--- src/rtl/nrdiv_pkg.sv ---
// nrdiv_pkg: shared FSM state type and default width for the non-restoring divider
package nrdiv_pkg;
  localparam int WIDTH_DEF = 16;
  typedef enum logic [2:0] {IDLE, LOAD_M, ITER, FIX, DONE} state_t;
endpackage

--- src/rtl/nrdiv_ctrl.sv ---
// nrdiv_ctrl: divider FSM and iteration counter driving datapath strobes
//   clk, rst_n        clock, async active-low reset
//   start             begin operation (honoured in IDLE only)
//   m_zero            divisor on data_in is zero (meaningful in LOAD_M)
//   load/load_m       capture dividend / divisor strobes
//   shift/fix         one quotient-bit iteration / final correction strobes
//   busy, done        registered status outputs
module nrdiv_ctrl
  import nrdiv_pkg::*;
#(
  parameter int WIDTH = WIDTH_DEF
) (
  input  logic clk,
  input  logic rst_n,
  input  logic start,
  input  logic m_zero,
  output logic load,
  output logic load_m,
  output logic shift,
  output logic fix,
  output logic busy,
  output logic done
);
  localparam int CW = $clog2(WIDTH + 1);
  state_t state;
  logic [CW-1:0] count;
  assign load   = state == IDLE && start;
  assign load_m = state == LOAD_M;
  assign shift  = state == ITER;
  assign fix    = state == FIX;
  always_ff @(posedge clk or negedge rst_n) begin
    if (!rst_n) begin
      state <= IDLE;
      count <= '0;
      busy  <= 1'b0;
      done  <= 1'b0;
    end else begin
      done <= 1'b0;
      case (state)
        IDLE: if (start) begin
          state <= LOAD_M;
          count <= CW'(WIDTH);
          busy  <= 1'b1;
        end
        LOAD_M: begin
          state <= m_zero ? DONE : ITER;
          done  <= m_zero;
        end
        ITER: begin
          count <= count - 1'b1;
          if (count == CW'(1)) state <= FIX;
        end
        FIX: begin
          state <= DONE;
          done  <= 1'b1;
        end
        DONE: begin
          state <= IDLE;
          busy  <= 1'b0;
        end
        default: state <= IDLE;
      endcase
    end
  end
endmodule

--- src/rtl/nrdiv_top.sv ---
// nrdiv_top: sequential non-restoring divider, one quotient bit per clock
//   clk, rst_n      clock, async active-low reset
//   start, data_in  dividend with start, divisor the next cycle
//   busy, done      status; done pulses one cycle with valid results
//   div_by_zero     set with done on a zero divisor
//   quotient, remainder  results, held until next start
//   Optional macro NRDIV_SIGNED_EN: two's complement operands, truncating division
module nrdiv_top
  import nrdiv_pkg::*;
#(
  parameter int WIDTH = WIDTH_DEF
) (
  input  logic             clk,
  input  logic             rst_n,
  input  logic             start,
  input  logic [WIDTH-1:0] data_in,
  output logic             busy,
  output logic             done,
  output logic             div_by_zero,
  output logic [WIDTH-1:0] quotient,
  output logic [WIDTH-1:0] remainder
);
  logic load, load_m, shift, fix, m_zero;
  logic [WIDTH:0] a, m, a_sh, a_nx, a_fx;
  logic [WIDTH-1:0] q, din_abs, q_res, r_res, dvd;
  assign m_zero = data_in == '0;
  assign a_sh = {a[WIDTH-1:0], q[WIDTH-1]};
  // Non-restoring step: sign of A picks subtract or add-back
  assign a_nx = a[WIDTH] ? a_sh + m : a_sh - m;
  assign a_fx = a[WIDTH] ? a + m : a;
`ifdef NRDIV_SIGNED_EN
  logic sd, sm;
  assign din_abs = data_in[WIDTH-1] ? -data_in : data_in;
  assign q_res = (sd ^ sm) ? -q : q;
  assign r_res = sd ? -a_fx[WIDTH-1:0] : a_fx[WIDTH-1:0];
  // Re-negating |dividend| recovers the original, including the most-negative value
  assign dvd = sd ? -q : q;
  always_ff @(posedge clk or negedge rst_n) begin
    if (!rst_n) begin
      sd <= 1'b0;
      sm <= 1'b0;
    end else begin
      if (load) sd <= data_in[WIDTH-1];
      if (load_m) sm <= data_in[WIDTH-1];
    end
  end
`else
  assign din_abs = data_in;
  assign q_res = q;
  assign r_res = a_fx[WIDTH-1:0];
  assign dvd = q;
`endif
  nrdiv_ctrl #(.WIDTH(WIDTH)) u_ctrl (
    .clk(clk), .rst_n(rst_n), .start(start), .m_zero(m_zero),
    .load(load), .load_m(load_m), .shift(shift), .fix(fix),
    .busy(busy), .done(done)
  );
  always_ff @(posedge clk or negedge rst_n) begin
    if (!rst_n) begin
      a           <= '0;
      q           <= '0;
      m           <= '0;
      quotient    <= '0;
      remainder   <= '0;
      div_by_zero <= 1'b0;
    end else begin
      if (load) begin
        q           <= din_abs;
        a           <= '0;
        quotient    <= '0;
        remainder   <= '0;
        div_by_zero <= 1'b0;
      end
      if (load_m) begin
        m <= {1'b0, din_abs};
        if (m_zero) begin
          quotient    <= '1;
          remainder   <= dvd;
          div_by_zero <= 1'b1;
        end
      end
      if (shift) begin
        a <= a_nx;
        q <= {q[WIDTH-2:0], ~a_nx[WIDTH]};
      end
      if (fix) begin
        a         <= a_fx;
        quotient  <= q_res;
        remainder <= r_res;
      end
    end
  end
endmodule

--- config.mk ---
export PLATFORM = sky130hd
export DESIGN_NAME = nrdiv_top
export DESIGN_NICKNAME = d
export VERILOG_FILES = /design/src/rtl/nrdiv_pkg.sv /design/src/rtl/nrdiv_ctrl.sv /design/src/rtl/nrdiv_top.sv
export SDC_FILE = /design/constraint.sdc
export NUM_CORES = 1
export LEC_CHECK = 0
export BUFFER_PORTS_ARGS = -buffer_cell sky130_fd_sc_hd__buf_4
export CORE_ASPECT_RATIO = 0.75
export CORE_MARGIN = 1.5
export CORE_UTILIZATION = 60
export DETAILED_ROUTE_END_ITERATION = 7
export GPL_TIMING_DRIVEN = 0
export PLACE_DENSITY = 0.8
export SYNTH_ARGS = -nofsm -noshare
export SYNTH_HDL_FRONTEND = slang
export SYNTH_SLANG_ARGS = --single-unit
--- constraint.sdc ---
create_clock -name clk -period 3.23 [get_ports clk]
set_input_delay 0.4845 -clock clk [delete_from_list [all_inputs] [get_ports clk]]
set_output_delay 0.4845 -clock clk [all_outputs]
set_load 0.03 [all_outputs]
==> reports/qor.txt, run 1 <==
drt total wl: 18.1 mm
vias in the first global route: 5265
adder-cell share of the synthesized area: 0.0830
Synth Cell Area: 5910 um2
via count: 5610
R2R cell count: 11
Fillers: 782
EDFF count, synth: 0
Synth Flop Type: dfrtp_1
routed length per instance: 21.2 um
type of origin of the critical path: register
Post-route DRC: 0
cell with the most instances after synthesis: dfrtp_1
Max clock buf depth: 2
number of failing hold endpoints at the final stage: 0
Num CTS Buffers: 9
Placed Area: 6470 um2
CTS tree: built
Reg2Reg Setup Slack: 0.11 ns
clock sinks: 92
Die Ht: 88.9 um
clk_skew: 0.00804 ns
mux share of post-synthesis cell area: 0.0648
outcome: finished clean
port bufs: 53
clock slew at reported path FFs: 0.07 ns
worst-path fanout max: 11
Met3 Routed Length: 1.83 mm
die area: 10500 um2
normalized max-slew margin: 0.197
Root Buffer: clkbuf_16
cell taking the most area after synthesis: dfrtp_1
hpwl dp: 13.5 mm
met1 wire length: 7.56 mm
ys async rst share: 1.00
total track usage: 0.347
Synth top area share: 0.390
Post-Synth XOR/XNOR Area: 0.0620
critical path data arrival time: 3.31 ns
Min Clock Period, post-route: 3.12 ns
worst endpoint required time: 3.43 ns
fmax: 321 MHz
DRT Pass-1 Iters: 5
top sig layer: met4
Hold Crit Class: in -> async
clk_lat worst skew: 0.35 ns
CP Launch Point: a[16]$_DFFE_PN0P_
IO Pins: 54
number of antenna violations at the first check in global routing: 0
setup violators final: 0
syn_area_per_cell: 9.06 um2
Post-Synth Simple-Gate Area: 0.147
GPL Wtd Cong: 0.933
pin count of the biggest net entering global routing: 93
period utilisation layout: 0.965
sequential fraction of the synthesis area: 0.390
H-tree levels: 3
Ys Warns: 0
RSZ-0062 raised after global routing: no
antenna violation net count after detailed routing: 0
area grow syn2layout: 14.9%
Layout Nets: 772
Placeable Area: 9620 um2
Max Cap Viol: 0
worst flop-to-flop path endpoint: a[13]$_DFFE_PN0P_
Worst Setup EP: a[13]$_DFFE_PN0P_
global route total overflow: 0
vias per inst: 6.58
crit path kind: reg -> reg
Reg-to-Reg Start: a[16]$_DFFE_PN0P_
Starting DRT DRC Count: 605
library cells used by synthesis: 61
post-route cell area: 6790 um2
initial core utilization: 0.614
syn_nets: 709
complex-gate fraction of the synthesized area: 0.220
layout cells sized above 1: 0.168
diodes inserted: 0
synth cell count leaders: dfrtp_1, nand2_1, a21oi_1
cts hold-fix bufs: 0
met2 routed wirelength: 8.42 mm
Mapped Cells: 652
Area contributors post-synth: dfrtp_1, ha_1, a21oi_1
Rows: 31
first-pass GRT wire length: 27.7 mm
#FFs+latches synth: 92
Slew Limit Fails: 0
overall die width: 118 um
slew at the pin closest to its max-slew limit: 1.20 ns
largest family of logic cells by synthesized area: compound AO/OA/AOI/OAI gates
Worst setup EP type: register
## cells by family (layout without fill, tap and decap cells)
| kind of cell | count (synthesis) | count (layout) |
|---|---|---|
| xor gates and xnor gates | 41 | 41 |
| DFF | 92 | 92 |
| and+or+nand+nor | 191 | 191 |
| AOI/OAI and AO/OA | 205 | 205 |
| buffers and inverters | 49 | 117 |
| adders and majority gates | 38 | 38 |
| muxes | 36 | 36 |
## how the worst min path moves through the flow
stage	start	endpoint	slack, ns	cells past startpoint
2_1_floorplan	rst_n	a[0]$_DFFE_PN0P_	0.19	0
3_3_place_gp	div_by_zero$_DFF_PN0_	div_by_zero$_DFF_PN0_	0.47	2
3_5_place_dp	div_by_zero$_DFF_PN0_	div_by_zero$_DFF_PN0_	0.48	2
4_1_cts	data_in[13]	m[13]$_DFFE_PN0N_	0.39	2
5_1_grt	data_in[4]	m[4]$_DFFE_PN0N_	0.39	2
6_report	rst_n	a[4]$_DFFE_PN0P_	0.33	1
## cell type report
cell class / instances / area (um2) / share of cell area
flip-flops and latches: 92 / 2300 / 0.340
repair buffers: 53 / 398 / 0.0586
multi-input cells: 511 / 3420 / 0.504
inverters: 18 / 67.6 / 0.00995
plain buffers: 30 / 133 / 0.0195
clock buffers: 9 / 225 / 0.0332
well taps: 132 / 165 / 0.0243
clock inverters: 7 / 76.3 / 0.0112
## layout by cell type (no fill, tap or decap), types with 18 or more instances in the layout
| master | instances |
|---|---|
| nand3_1 | 21 |
| a21oi_1 | 62 |
| o21ai_0 | 61 |
| nand2_1 | 81 |
| xor2_1 | 23 |
| dfrtp_1 | 90 |
| buf_4 | 53 |
| nor2_1 | 41 |
| mux2i_1 | 18 |
| mux2_2 | 18 |
| ha_1 | 35 |
## stage by stage
stage                     worst slack (ns)  instances  utilization  hold slack, ns  setup TNS, ns
after detailed placement            -0.288        837        0.673           0.481          -1.49
after global placement              -0.227        837        0.673           0.472         -0.861
after floorplan                      0.524        652            -           0.189              0
after global routing                0.0191        852        0.706           0.393              0
after CTS                           0.0772        852        0.704           0.393              0
final                                0.112        852        0.706           0.330              0
## state kept, by name, indices dropped and copies added, names as in the netlist
signal	cells
u_ctrl.count	5
u_ctrl.state	3
m	16
u_ctrl.done	1
div_by_zero	1
a	17
dvd	16
u_ctrl.busy	1
quotient	16
remainder	16
## critical path, stage by stage, from the launching register on
cell	delay (ns)
dfrtp_2	0.54
clkbuf_2	0.37
nor2_1	0.11
xor2_1	0.15
ha_1	0.34
o21ai_1	0.10
nor2_2	0.17
a41oi_2	0.22
o31ai_2	0.45
a31oi_1	0.16
xor2_1	0.21
o221ai_1	0.14
## routing by layer
layer  vias to the layer above  global-route usage
met3                        32              0.0670
met5                         -                   0
li1                       2488                   -
met2                       354               0.563
met4                         0               0.114
met1                      2736               0.480
## timing repair
action                     in CTS  in global routing
setup buffers                   0                  0
pin swaps                       0                  0
gates cloned                    0                  0
gates resized for setup         2                  6
setup endpoints to repair       9                  7
Power of run 1 is left out: the tool's default activity adds up to more than one toggle a clock period on the data nets, which glitch-free logic cannot reach.
==> inputs of run 2 (changes only) <==
- SYNTH_HIERARCHICAL: default -> 1
==> reports/qor.txt, run 2 <==
Synth top area share: 0.386 (-0.00400)
Placed Area: 6530 um2 (+0.95%)
worst-path fanout max: 10 (-1)
Synth Cell Area: 5970 um2 (+1.0%)
total track usage: 0.352 (+0.00467)
die area: 10600 um2 (+1.0%)
layout cells sized above 1: 0.178 (+0.00993)
clk_skew: 0.00917 ns (+0.00113 ns)
Placeable Area: 9660 um2 (+0.40%)
ys async rst share: 1.00 (unchanged)
cell with the most instances after synthesis: dfrtp_1
drt total wl: 18.0 mm (-0.39%)
Area contributors post-synth: dfrtp_1, ha_1, a21oi_1
setup violators final: 0 (unchanged)
Max Cap Viol: 0 (unchanged)
outcome: finished clean
area grow syn2layout: 17.2%
Post-Synth Simple-Gate Area: 0.155 (+0.00771)
adder-cell share of the synthesized area: 0.0821 (-0.000852)
#FFs+latches synth: 92 (unchanged)
clock sinks: 92 (unchanged)
Max clock buf depth: 2 (unchanged)
crit path kind: reg -> reg
most frequent cells in the layout: dfrtp_1, a21oi_1, nand2_1
Slew Limit Fails: 0 (unchanged)
cell taking the most area after synthesis: dfrtp_1
Min Clock Period, post-route: 3.15 ns (+0.0369 ns)
pin count of the biggest net entering global routing: 93 (unchanged)
Root Buffer: clkbuf_16
Reg with most FFs: a
post-route cell area: 7000 um2 (+3.1%)
slowest CP cell: dfrtp_1
number of failing hold endpoints at the final stage: 0 (unchanged)
port bufs: 53 (unchanged)
type of origin of the critical path: register
global route total overflow: 0 (unchanged)
Starting DRT DRC Count: 692 (+14%)
Mapped Cells: 662 (+1.5%)
initial core utilization: 0.618 (+0.00388)
Rows: 31 (unchanged)
Largest register FFs: 17 (unchanged)
IO Pins: 54 (unchanged)
Num CTS Buffers: 9 (unchanged)
Synth Flop Type: dfrtp_1
synth cell count leaders: dfrtp_1, a21oi_1, nand2_1
Die Ht: 89.4 um (+0.50%)
syn_area_per_cell: 9.02 um2 (-0.49%)
slew at the pin closest to its max-slew limit: 1.16 ns (-0.0426 ns)
normalized max-slew margin: 0.226 (+0.0284)
CTS tree: built
DRT Pass-1 Iters: 5 (unchanged)
number of antenna violations at the first check in global routing: 0 (unchanged)
library cells used by synthesis: 59 (-3.3%)
critical path data arrival time: 3.43 ns (+0.12 ns)
syn_nets: 719 (+1.4%)
complex-gate fraction of the synthesized area: 0.212 (-0.00791)
antenna violation net count after detailed routing: 0 (unchanged)
clk_lat worst skew: 0.35 ns (about the same)
hpwl dp: 13.3 mm (-0.78%)
Worst setup EP type: register
diodes inserted: 0 (unchanged)
Post-route DRC: 0 (unchanged)
CP peak stage delay: 0.47 ns (-0.07 ns)
vias per inst: 6.44 (-2.2%)
first-pass GRT wire length: 28.5 mm (+2.8%)
Post-Synth XOR/XNOR Area: 0.0601 (-0.00189)
largest family of logic cells by synthesized area: compound AO/OA/AOI/OAI gates
vias in the first global route: 5397 (+2.5%)
clock slew at reported path FFs: 0.07 ns (about the same)
fmax: 317 MHz (-1.2%)
period utilisation layout: 0.977 (+0.0114)
worst endpoint required time: 3.51 ns (+0.08 ns)
mux share of post-synthesis cell area: 0.0696 (+0.00478)
overall die width: 118 um (+0.51%)
Layout Nets: 788 (+2.1%)
sequential fraction of the synthesis area: 0.386 (-0.00400)
Ys Warns: 6 (+6)
Hold Crit Class: in -> async
routed length per instance: 20.8 um (-2.2%)
via count: 5589 (-0.37%)
CP Cell Sequence: clkbuf_4 -> clkbuf_4 -> nor2_1 -> xor2_1 -> ha_1 -> o211ai_1 -> a21oi_2 -> nor2_1 -> o21ai_0 -> a21boi_0 -> mux2_2 -> a31oi_1
GPL Wtd Cong: 0.944 (+1.2%)
commonest non-fill, non-tap cell in the layout: dfrtp_1
EDFF count, synth: 0 (unchanged)
H-tree levels: 3 (unchanged)
run 2: cell types whose count changed in the layout (fill, tap and decap cells not counted), sizes merged, moves of 5 or more:
cell,change
a21oi,+18
nand2,-13
nor3b,+16
nand3,-9
nand2b,+5
a31oi,-10
clkbuf,+7
nor2,+6
o21ai,-7
and3,-10
run 2: layout make-up:
type | instances | area, um2
well taps | 132 | 165
clock buffers | 10 | 229
clock inverters | 6 | 93.8
fillers | 742 | 2660
repair buffers | 59 | 443
multi-input cells | 515 | 3540
plain buffers | 33 | 145
inverters | 21 | 78.8
flip-flops and latches | 92 | 2310
run 2: cells by family (layout without fill, tap and decap cells):
group / Yosys count / after routing
flip-flops: 92 / 92
AO/OA/AOI/OAI: 210 / 210
adder cells (fa/ha/maj): 38 / 38
AND/OR/NAND/NOR: 187 / 187
XOR/XNOR: 41 / 41
buffers and inverters: 55 / 129
multiplexers: 39 / 39
run 2: final timing paths:
check | from | endpoint | slack (ns) | cells past startpoint
min reg2reg | u_ctrl/count[4]$_DFFE_PN0P_ | u_ctrl/count[4]$_DFFE_PN0P_ | 0.49 | 1
max in group asynchronous | rst_n | m[8]$_DFFE_PN0P_ | 2.05 | 1
max reg2reg | a[16]$_DFFE_PN0P_ | a[10]$_DFFE_PN0P_ | 0.08 | 12
min | rst_n | div_by_zero$_DFF_PN0_ | 0.35 | 1
max | a[16]$_DFFE_PN0P_ | a[10]$_DFFE_PN0P_ | 0.08 | 12
min in group clk | data_in[15] | m[15]$_DFFE_PN0P_ | 0.38 | 3
run 2: metrics by stage:
step,hold WS [ns],worst slack (ns),instances,utilization,setup TNS (ns)
4_1_cts,0.366,0.00975,868,0.717,0
3_3_place_gp,0.464,-0.358,847,0.677,-1.84
2_1_floorplan,0.189,0.372,662,-,0
5_1_grt,0.393,-0.0457,868,0.725,-0.0663
3_5_place_dp,0.476,-0.439,847,0.677,-2.80
6_report,0.355,0.0754,868,0.725,0
run 2: timing repair:
item,4_1_cts,5_1_grt
endpoints found under the setup margin,11,10
gates resized for setup,10,24
hold endpoints to repair,0,0
setup buffers,5,1
pin swaps,3,2
hold buffers,0,0
run 2: critical path: cells and delay by family (launching register included):
kind            cells  cell delay [ns]
fa+ha+maj           1             0.34
xor+xnor            1             0.14
flops               1             0.47
simple gates        2             0.27
mux                 1             0.37
buf+inv             2             0.57
compound gates      5             0.91
run 2: routing by layer:
layer,global-route usage,vias to the layer above,wire length (um)
met2,0.546,307,7940
met4,0.149,0,507
met3,0.0682,56,1850
li1,-,2527,-
met1,0.490,2699,7720
met5,0,-,0
Power of run 2 is left out for the same reason.
==> inputs of run 3 (changes only) <==
- ABC_AREA: default -> 1
==> reports/qor.txt, run 3 <==
syn_area_per_cell: 7.01 um2 (-22%)
period utilisation layout: 0.938 (-0.0387)
total track usage: 0.338 (-0.0138)
slew at the pin closest to its max-slew limit: 1.18 ns (+0.0175 ns)
port bufs: 53 (unchanged)
RSZ-0062 raised after global routing: no
Layout Nets: 1031 (+31%)
hpwl dp: 14.0 mm (+4.5%)
outcome: finished clean
number of failing hold endpoints at the final stage: 0 (unchanged)
Area contributors post-synth: dfrtp_1, nand2_1, ha_1
H-tree levels: 3 (unchanged)
clk_skew: 0.00632 ns (-0.00284 ns)
Synth top area share: 0.361 (-0.0248)
Ys Warns: 6 (unchanged)
area grow syn2layout: 14.5%
Die Ht: 92.3 um (+3.3%)
number of antenna violations at the first check in global routing: 0 (unchanged)
synth cell count leaders: nand2_1, nor2_1, inv_1
cell with the most instances after synthesis: nand2_1
commonest non-fill, non-tap cell in the layout: nand2_1
CP peak stage delay: 0.39 ns (-0.08 ns)
normalized max-slew margin: 0.214 (-0.0117)
die area: 11300 um2 (+6.7%)
largest family of logic cells by synthesized area: simple AND/OR/NAND/NOR gates
Starting DRT DRC Count: 760 (+9.8%)
sequential fraction of the synthesis area: 0.361 (-0.0248)
R2R cell count: 14 (+2)
first-pass GRT wire length: 29.1 mm (+2.1%)
Placeable Area: 10300 um2 (+7.0%)
diodes inserted: 0 (unchanged)
Inst Count DP: 1099 (+30%)
CP top delay family: buffers and inverters
worst endpoint required time: 3.45 ns (-0.06 ns)
critical path data arrival time: 3.25 ns (-0.18 ns)
DRT Pass-1 Iters: 6 (+1)
complex-gate fraction of the synthesized area: 0.147 (-0.0650)
initial core utilization: 0.618 (about the same)
Setup Fix Bufs, Post-CTS: 0 (-5)
worst-path fanout max: 10 (unchanged)
Num CTS Buffers: 9 (unchanged)
vias per inst: 5.71 (-11%)
post-route cell area: 7310 um2 (+4.4%)
Setup TNS: 0 ns (unchanged)
clock slew at reported path FFs: 0.07 ns (about the same)
IO Pins: 54 (unchanged)
#FFs+latches synth: 92 (unchanged)
layout cells sized above 1: 0.107 (-0.0707)
Min Clock Period, post-route: 3.03 ns (-0.125 ns)
most frequent cells in the layout: nand2_1, nor2_1, inv_1
routed length per instance: 16.4 um (-21%)
library cells used by synthesis: 41 (-31%)
Root Buffer: clkbuf_16
non-filler cells, final: 1115 (+28%)
Post-route DRC: 0 (unchanged)
Hold Crit Class: in -> async
via count: 6372 (+14%)
cts hold-fix bufs: 0 (unchanged)
syn_nets: 967 (+34%)
clock sinks: 92 (unchanged)
Placed Area: 6950 um2 (+6.4%)
CTS tree: built
CP Cell Sequence: buf_2 -> inv_1 -> buf_2 -> clkbuf_1 -> nand2_1 -> xor2_1 -> ha_1 -> a21o_1 -> a21oi_1 -> nand2_1 -> nand2_1 -> nand3b_1 -> nand3_1 -> nand3_1
Slew Limit Fails: 0 (unchanged)
Reg with most FFs: a
Largest register FFs: 17 (unchanged)
fmax: 330 MHz (+4.1%)
drt total wl: 18.3 mm (+1.7%)
adder-cell share of the synthesized area: 0.0769 (-0.00528)
clk_lat worst skew: 0.35 ns (about the same)
ys async rst share: 1.00 (unchanged)
setup violators final: 0 (unchanged)
cell taking the most area after synthesis: dfrtp_1
Post-Synth XOR/XNOR Area: 0.0288 (-0.0313)
pin count of the biggest net entering global routing: 93 (unchanged)
global route total overflow: 0 (unchanged)
GPL Wtd Cong: 0.973 (+3.1%)
Max clock buf depth: 2 (unchanged)
overall die width: 122 um (+3.3%)
vias in the first global route: 5627 (+4.3%)
Synth Cell Area: 6380 um2 (+6.9%)
Critical path buffers and inverters: 4 (+2)
mux share of post-synthesis cell area: 0 (-0.0696)
Rows: 32 (+3.2%)
slowest CP cell: clkbuf_1
EDFF count, synth: 0 (unchanged)
Max Cap Viol: 0 (unchanged)
cell mode on critical path: nand2_1
Worst setup EP type: register
Post-Synth Simple-Gate Area: 0.305 (+0.150)
crit path kind: reg -> reg
Post-CTS Resized: 0 (-10)
type of origin of the critical path: register
Critical Path Stages: 14 (+2)
Core Util, Final: 0.707 (-0.0172)
Synth Flop Type: dfrtp_1
antenna violation net count after detailed routing: 0 (unchanged)
Mapped Cells: 910 (+37%)
-- run 3: worst reg2reg max path, cell delays in order, from the launching register on --
cell	delay (ns)
dfrtp_1	0.36
buf_2	0.16
inv_1	0.09
buf_2	0.23
clkbuf_1	0.39
nand2_1	0.15
xor2_1	0.18
ha_1	0.35
a21o_1	0.19
a21oi_1	0.12
nand2_1	0.18
nand2_1	0.16
nand3b_1	0.09
nand3_1	0.16
nand3_1	0.11
-- run 3: final timing paths --
kind / from / endpoint / slack, ns
setup / recovery: a[16]$_DFFE_PN0P_ / a[15]$_DFFE_PN0P_ / 0.20
hold / removal: rst_n / a[11]$_DFFE_PN0P_ / 0.34
setup reg to reg: a[16]$_DFFE_PN0P_ / a[15]$_DFFE_PN0P_ / 0.20
hold reg to reg: u_ctrl/count[0]$_DFFE_PN0P_ / u_ctrl/count[0]$_DFFE_PN0P_ / 0.50
max in group asynchronous: rst_n / quotient[3]$_DFF_PN0_ / 2.11
min in group clk: data_in[0] / m[0]$_DFFE_PN0P_ / 0.35
-- run 3: metrics by stage --
step                      setup slack, ns  hold slack (ns)
final                               0.201            0.335
after global placement              0.362            0.478
after floorplan                     0.846            0.189
after global routing               0.0359            0.359
after CTS                           0.213            0.357
after detailed placement            0.307            0.482
-- run 3: cells by family after synthesis --
group,count (synthesis)
buf+inv,133
compound gates,162
xor+xnor,21
flops,92
simple gates,464
fa+ha+maj,38
-- run 3: final cells by class --
cell class	count	area, um2
repair buffers	53	398
fillers	878	3020
multi-input cells	685	3560
flip-flops and latches	92	2300
clock inverters	6	116
clock buffers	10	239
inverters	101	382
well taps	136	170
plain buffers	32	143
-- run 3: layer usage --
layer | vias to the layer above | GRT usage | routed length (um)
li1 | 3092 | - | -
met1 | 2924 | 0.526 | 8530
met2 | 319 | 0.479 | 7610
met3 | 37 | 0.0616 | 1790
met4 | 0 | 0.0940 | 397
met5 | - | 0 | 0
Power of run 3 is left out for the same reason.
